$ cat config.mk
export PLATFORM = sky130hd
export DESIGN_NAME = pl_reg_elastic
export DESIGN_NICKNAME = d
export VERILOG_FILES = /design/src/rtl/pl_pkg.sv /design/src/rtl/pl_reg_elastic.sv
export SDC_FILE = /design/constraint.sdc
export NUM_CORES = 1
export LEC_CHECK = 0
export CAP_MARGIN = 0
export CORE_MARGIN = 2
export CORE_UTILIZATION = 49
export CTS_CLUSTER_SIZE = 12
export DETAILED_ROUTE_END_ITERATION = 10
export PLACE_DENSITY = 0.8
export REMOVE_ABC_BUFFERS = 1
export SLEW_MARGIN = 40
export SYNTH_ARGS = -nofsm -noshare
export SYNTH_HDL_FRONTEND = slang
export SYNTH_SLANG_ARGS = --single-unit
export TNS_END_PERCENT = 1
$ cat constraint.sdc
create_clock -name clk -period 2.67 [get_ports clk]
set_clock_uncertainty 0.1 [all_clocks]
set_input_delay 0.4005 -clock clk [delete_from_list [all_inputs] [get_ports clk]]
set_output_delay 0.4005 -clock clk [all_outputs]
set_load 0.03 [all_outputs]
$ cat src/rtl/pl_pkg.sv
// Payload widths and field offsets for the stage registers between F/D, D/E, E/M and M/W.
// Each stage packs and unpacks its bundle with these offsets where it instantiates pl_reg_elastic.
package pl_pkg;

    localparam int FD_PAYLOAD_W = 96;   // PC, Instr, PCPlus4
    localparam int DE_PAYLOAD_W = 211;
    localparam int EM_PAYLOAD_W = 108;  // RegWrite, ResultSrc, MemWrite, ALUResult, WriteData, Rd, PCPlus4, Funct3
    localparam int MW_PAYLOAD_W = 104;  // RegWrite, ResultSrc, ALUResult, ReadData, Rd, PCPlus4

    // D/E bundle, RegWrite at the MSB down to selectauipc at bit 0; each LSB chains from the field below.
    localparam int DE_SELECTAUIPC_LSB = 0;
    localparam int DE_LUI_LSB         = DE_SELECTAUIPC_LSB + 1;
    localparam int DE_JALR_LSB        = DE_LUI_LSB + 1;
    localparam int DE_STORETYPE_LSB   = DE_JALR_LSB + 1;
    localparam int DE_LOADTYPE_LSB    = DE_STORETYPE_LSB + 2;
    localparam int DE_FUNCT7_LSB      = DE_LOADTYPE_LSB + 3;
    localparam int DE_OP_LSB          = DE_FUNCT7_LSB + 7;
    localparam int DE_FUNCT3_LSB      = DE_OP_LSB + 7;
    localparam int DE_PCPLUS4_LSB     = DE_FUNCT3_LSB + 3;
    localparam int DE_IMMEXT_LSB      = DE_PCPLUS4_LSB + 32;
    localparam int DE_RD_LSB          = DE_IMMEXT_LSB + 32;
    localparam int DE_RS2_LSB         = DE_RD_LSB + 5;
    localparam int DE_RS1_LSB         = DE_RS2_LSB + 5;
    localparam int DE_PC_LSB          = DE_RS1_LSB + 5;
    localparam int DE_RD2_LSB         = DE_PC_LSB + 32;
    localparam int DE_RD1_LSB         = DE_RD2_LSB + 32;
    localparam int DE_ALUSRC_LSB      = DE_RD1_LSB + 32;
    localparam int DE_ALUCONTROL_LSB  = DE_ALUSRC_LSB + 1;
    localparam int DE_BRANCH_LSB      = DE_ALUCONTROL_LSB + 4;
    localparam int DE_JUMP_LSB        = DE_BRANCH_LSB + 1;
    localparam int DE_MEMWRITE_LSB    = DE_JUMP_LSB + 1;
    localparam int DE_RESULTSRC_LSB   = DE_MEMWRITE_LSB + 1;
    localparam int DE_REGWRITE_LSB    = DE_RESULTSRC_LSB + 2;   // = 210, top bit of a 211-bit bundle

    typedef enum logic [1:0] {
        ST_EMPTY = 2'd0,
        ST_MAIN  = 2'd1,
        ST_FULL  = 2'd2
    } pl_state_e;

    // The skid slot is only ever filled while main is occupied, so skid_v alone marks "full".
    function automatic pl_state_e pl_state(input logic main_v, input logic skid_v);
        if (skid_v)
            return ST_FULL;
        else if (main_v)
            return ST_MAIN;
        return ST_EMPTY;
    endfunction

endpackage

$ cat src/rtl/pl_reg_elastic.sv
// Elastic pipeline-stage register: valid/ready handshake with a two-entry skid buffer.
// in_ready and out_* come straight from flops, so out_ready has no combinational path to in_ready.
module pl_reg_elastic
    import pl_pkg::*;
#(
    parameter int WIDTH         = 32,
    parameter bit ZERO_ON_FLUSH = 1'b1
) (
    input  logic             clk,
    input  logic             reset,
    input  logic             flush,
    input  logic             in_valid,
    output logic             in_ready,
    input  logic [WIDTH-1:0] in_data,
    output logic             out_valid,
    input  logic             out_ready,
    output logic [WIDTH-1:0] out_data,
    output logic [1:0]       occupancy
);

    logic             main_v_q, main_v_d;
    logic             skid_v_q, skid_v_d;
    logic [WIDTH-1:0] main_data_q, main_data_d;
    logic [WIDTH-1:0] skid_data_q, skid_data_d;
    logic             acc;
    logic             pop;

    assign acc = in_valid & ~skid_v_q;
    assign pop = main_v_q & out_ready;

    always_comb begin
        main_v_d    = main_v_q;
        skid_v_d    = skid_v_q;
        main_data_d = main_data_q;
        skid_data_d = skid_data_q;
        if (reset || flush) begin
            main_v_d = 1'b0;
            skid_v_d = 1'b0;
            if (ZERO_ON_FLUSH) begin
                main_data_d = '0;
                skid_data_d = '0;
            end
        end else begin
            case (pl_state(main_v_q, skid_v_q))
                ST_EMPTY: begin
                    if (acc) begin
                        main_v_d    = 1'b1;
                        main_data_d = in_data;
                    end
                end
                ST_MAIN: begin
                    if (pop && acc) begin
                        main_data_d = in_data;
                    end else if (pop) begin
                        main_v_d = 1'b0;
                    end else if (acc) begin
                        // Downstream is stalled: park the new item behind main.
                        skid_v_d    = 1'b1;
                        skid_data_d = in_data;
                    end
                end
                ST_FULL: begin
                    if (pop) begin
                        main_data_d = skid_data_q;
                        skid_v_d    = 1'b0;
                    end
                end
                default: ;
            endcase
        end
    end

    always_ff @(posedge clk) begin
        if (reset) begin
            main_v_q <= 1'b0;
            skid_v_q <= 1'b0;
        end else begin
            main_v_q <= main_v_d;
            skid_v_q <= skid_v_d;
        end
    end

    // Payload clearing on reset/flush is already folded into the _d terms when ZERO_ON_FLUSH is set.
    always_ff @(posedge clk) begin
        main_data_q <= main_data_d;
        skid_data_q <= skid_data_d;
    end

    assign in_ready  = ~skid_v_q;
    assign out_valid = main_v_q;
    assign out_data  = main_data_q;
    assign occupancy = {1'b0, main_v_q} + {1'b0, skid_v_q};

endmodule

==> After elaboration in Yosys (flattened, before gate mapping) <==
Index checks and enable logic that the tools add are counted.
W data, S select, Z words.
{ "totals": {"ff_bits": 66, "word_cells": 48, "input_bits": 37, "ramBits": 0, "output_inout_bits": 36, "memories": 0, "romBits": 0, "latch_bits": 0} }
{ "classes": {"n_eq_ne": 9, "multipliers": 0, "n_reduce_logical": 11, "order_cmp": 0, "bitwise_logic": 5, "n_shift": 0, "add_sub_neg": 1, "n_mux": 18, "n_div": 0} }
{ "op_table": {"columns": ["op", "count"], "rows": [
  ["$mux W32", 3],
  ["$pmux W32 S3", 1],
  ["$ne A2 B2 Y1 const B", 7],
  ["$reduce_and A4 Y1", 3],
  ["$mux W1", 8],
  ["$mux W2", 4],
  ["$reduce_and A5 Y1", 1],
  ["$pmux W1 S2", 2],
  ["$reduce_bool A2 Y1", 2],
  ["$not A1 Y1", 3],
  ["$reduce_bool A3 Y1", 1],
  ["$add A1 B1 Y2", 1],
  ["$and A1 B1 Y1", 2],
  ["$eq A2 B1 Y1 const B", 1],
  ["$eq A2 B2 Y1 const B", 1],
  ["$logic_not A2 Y1", 1],
  ["$reduce_or A2 Y1", 1],
  ["$logic_and A1 B1 Y1", 1],
  ["$logic_or A1 B1 Y1", 1]
]} }

==> Depth between registers and ports, before layout <==
Gate-level depths: netlist (run 1).
{ "depth": {"depth_word": 8, "depth_mapped": 10, "depth_no_buf": 6} }

==> Least setup slack after synthesis (run 1) <==
Ideal clock, no wire load.
{ "synth_path": {"path_type": "reg-to-reg", "from": "register skid_v_q", "to": "register main_data_q[19] (netlist: out_data[19])", "n_path_buf": 4, "setup_time_ns": 0.142, "path_stages_with_launch": 11, "path_slack_ns": 0.367, "required_time_ns": 2.428, "period_less_slack_ns": 2.303, "t_arrival_ns": 2.061, "path_cell_list": "dfxtp_1 buf_2 buf_2 inv_1 ha_1 and2b_1 o32ai_4 and2_1 buf_4 buf_6 a211oi_2"} }
{ "synth_via": {"elab_cells_between_ends": 17, "cone_classes": "eq/ne: 5; mux: 6; bitwise: 2; reduce/logical: 4"} }
{ "synth_rtl": {"columns": ["element", "line", "rtl"], "rows": [
  ["start, declared", "pl_reg_elastic.sv:22", "logic skid_v_q, skid_v_d;"],
  ["start signal, assigned", "pl_reg_elastic.sv:79", "skid_v_q <= skid_v_d;"],
  ["$not A1 Y1 *", null, null],
  ["net in_ready", "pl_reg_elastic.sv:13", "output logic in_ready,"],
  ["$and A1 B1 Y1 *", "pl_reg_elastic.sv:28", "assign acc = in_valid & ~skid_v_q;"],
  ["$logic_and A1 B1 Y1", "pl_reg_elastic.sv:52", "if (pop && acc) begin"],
  ["$ne A2 B2 Y1 (no line)", null, null],
  ["$reduce_and A4 Y1 (no line) *", null, null],
  ["end signal, assigned", "pl_reg_elastic.sv:85", "main_data_q <= main_data_d;"],
  ["end, declared", "pl_reg_elastic.sv:23", "logic [WIDTH-1:0] main_data_q, main_data_d;"]
]} }
Mark *: on every way through the listed nets, which the timed path passes. The rest lies on a longest branch. The select of a mux whose other input is x is not followed.
A chain may end at the register's enable or synchronous reset.

==> Worst setup path after layout (run 1) <==
{ "layout_path": {"from": "register main_v_q (netlist: out_valid)", "to": "output occupancy[0]"} }
{ "layout_via": {"elab_chain_cells": 1} }
{ "layout_rtl": {"columns": ["element", "line", "rtl"], "rows": [
  ["start, declared", "pl_reg_elastic.sv:21", "logic main_v_q, main_v_d;"],
  ["start signal, assigned", "pl_reg_elastic.sv:78", "main_v_q <= main_v_d;"],
  ["$add A1 B1 Y2", "pl_reg_elastic.sv:92", "assign occupancy = {1'b0, main_v_q} + {1'b0, skid_v_q};"],
  ["end, declared", "pl_reg_elastic.sv:18", "output logic [1:0] occupancy"]
]} }
No other way between the ends.

==> summary.txt, run 1 <==
crit path cell chain: inv_1, ha_1, clkdlybuf4s50_1
global router's overall resource usage: 20.9%
Antenna Cells: 0
Yosys reg bits: 66
WP depth: 3
Initial DRT Pass Iterations: 4
beginning of the worst hold path: skid_data_q[6]$_SDFFE_PP0P_
most common cell in the netlist: a21oi_1
TritonCTS clock tree: done
Yosys Warn Count: 0
Cell Area, Synth: 2900 um^2
H-tree levels: 3
Power Internal: 0.00157 W
latest clock arrival within the worst-skew pair: 0.33 ns
worst r2r path cells: 7
Reg-to-Reg Start: out_valid$_SDFFE_PP0P_
Initial Utilization: 49.9%
number of antenna violations at the first check in global routing: 0
part of the power in registers: 48.3%
drc violations: 0
Slew HR: 53.7%
first-pass GRT wire length: 10500 um
clock share of power: 33.8%
combinational share of power: 17.9%
Hold Path End: skid_data_q[6]$_SDFFE_PP0P_
critical path peak fanout: 8
Vias: 2444
hold crit path type: flop to flop
Post-Route WL: 6500 um
I/O pin count: 73
clock tree buffer depth: 2
share of layout cells above drive strength 1: 12.9%
Pleak: 1.28 nW
Mean Syn Cell Area: 9.27 um^2
post-synth top area cell: dfxtp_1
Syn Inst Count: 313
Top Family by Delay on Critical Path: buffers and inverters
DIE AREA: 6560 um^2
Max Fclk: 423 MHz
per-cell routed wire length: 14.3 um
Main synth FF type: dfxtp_1
Post-CTS Setup Bufs: 0
post-synthesis sequential area ratio: 45.5%
Switching Share: 27.1%
unrepaired setup endpoints after global routing: no
Die Height: 81.0 um
Final Setup Violations: 0
grt ovf: 0
Design Area, Final: 3820 um^2
CTS Buf Count: 9
Req. time, crit path: 2.17 ns
P_sw: 0.000583 W
Worst-path clk slew: 0.07 ns
Area growth, synth to finish: 31.6%
Final nets: 417
max-cap viol count: 0
Final Hold Vio Count: 0
DR iter-0 viols: 133
fin crit share: 88.5%
DR vias/cell: 5.37
Slew Limit Fails: 0
EDFF count, synth: 0
Clock Sinks: 66
num rows: 28
maximum VDD drop: 0.338 mV
placed instance area: 3650 um^2
DP Wirelength: 4140 um
number of global-route vias before repair: 2272
fin crit period: 2.36 ns
Die W: 81.0 um
Setup CP Type: flop to output port
core footprint: 5820 um^2
worst path bufs/invs: 2
Pwr Total: 0.00215 W
Netlist cell types: 25
endpoint of the worst-slack reg-to-reg timing path: out_data[6]$_SDFFE_PP0P_
Worst Tran Pin Value: 0.694 ns
asr flop ratio synth: 0%
status: finished, final reports clean
gpl congestion: 0.765
Post-CTS Hold Buffers: 0
final hold slack: 0.353 ns
kind of end point of the critical path: output port
largest net degree at the start of global routing: 37
slowest stage delay, CP: 0.66 ns
crit path DAT: 1.86 ns
post-synth top area share: 45.5%
post-CTS resize count: 0
Port Buffers: 72
CTS Root Cell: clkbuf_8
power density cells: 563 nW/um^2
CP max stage cell: clkdlybuf4s50_1
antenna-violating nets left: 0
hold depth: 2
Area contributors post-synth: dfxtp_1, a21oi_1, mux2i_1
reg2reg setup slack: 0.53 ns
Post-synth top cells: a21oi_1, dfxtp_1, nand2_1
post-layout util: 65.7%
Setup crit start kind: flop
## stage by stage
step | std cells | TNS [ns] | setup slack (ns)
finish | 455 | 0 | 0.308
global route | 455 | 0 | 0.212
CTS | 455 | 0 | 0.296
detailed placement | 440 | 0 | 0.476
global placement | 440 | 0 | 0.510
floorplan | 284 | -84.23 | -2.07
## worst register-to-register path: stages (launching register included)
cell	delay [ns]
dfxtp_1	0.47
inv_1	0.11
ha_1	0.26
and2b_1	0.20
o32ai_4	0.12
buf_4	0.39
a21oi_1	0.14
a211oi_1	0.26
## placed cells by master (no fill, tap or decap), types with 2 or more instances in the layout
cell	instances
clkinv_2	3
a211oi_2	20
ha_1	4
o21ai_0	2
clkbuf_8	11
clkdlybuf4s50_1	72
inv_1	3
a211oi_1	13
a21oi_1	67
buf_4	7
buf_12	2
mux2i_1	32
nand2b_1	2
dfxtp_1	65
nand2_1	65
## state kept, by name, indices dropped and copies added (netlist names)
register	flops
skid_data_q	32
out_data	32
skid_v_q	1
out_valid	1
## power groups by stage
stage	sequential (W)	clock, W	combinational [W]
4_1_cts	0.00104	0.000742	0.000387
3_5_place_dp	0.00106	0	0.000384
6_report	0.00104	0.000726	0.000384
2_1_floorplan	0.00112	0	0.000152
5_1_grt	0.00104	0.000794	0.000413
3_3_place_gp	0.00106	0	0.000378
## worst max path at each step
stage	start	to	slack (ns)
final	out_valid$_SDFFE_PP0P_	occupancy[0]	0.31
after global routing	out_valid$_SDFFE_PP0P_	occupancy[0]	0.21
after CTS	out_valid$_SDFFE_PP0P_	occupancy[0]	0.30
after detailed placement	out_ready	out_data[9]$_SDFFE_PP0P_	0.48
after global placement	in_valid	out_data[14]$_SDFFE_PP0P_	0.51
after floorplan	skid_v_q$_SDFFE_PP0P_	out_data[10]$_SDFFE_PP0P_	-2.07
## metal layers
| layer | routed length, um | global-route usage (%) | part of all wire (%) |
|---|---|---|---|
| met1 | 2970 | 26.8 | 46 |
| met2 | 3120 | 33.6 | 48 |
| met3 | 305 | 5.67 | 4.7 |
| met4 | 109 | 7.46 | 1.7 |
| met5 | 0 | 0 | 0 |
## final cells by class
type	count	area, um^2
Inverter	3	11.3
Fill cell	496	2000
Timing Repair Buffer	81	813
Clock inverter	3	15.0
Multi-Input combinational cell	215	1410
Clock buffer	12	155
Sequential cell	66	1320
Tap cell	75	93.8
## logic make-up after synthesis
kind of cell	count (synthesis)	synth area share (%)
buf+inv	32	6.12
mux	32	11.0
simple gates	74	10.3
flops	66	45.5
fa+ha+maj	4	1.72
compound gates	105	25.3
(Power assumes the default switching activity.)
==> inputs of run 2 (changes only) <==
SETUP_SLACK_MARGIN = 0.02   (was unset)
==> results of run 2 <==
Final layout, timing and power as in run 1 (identical DEF).
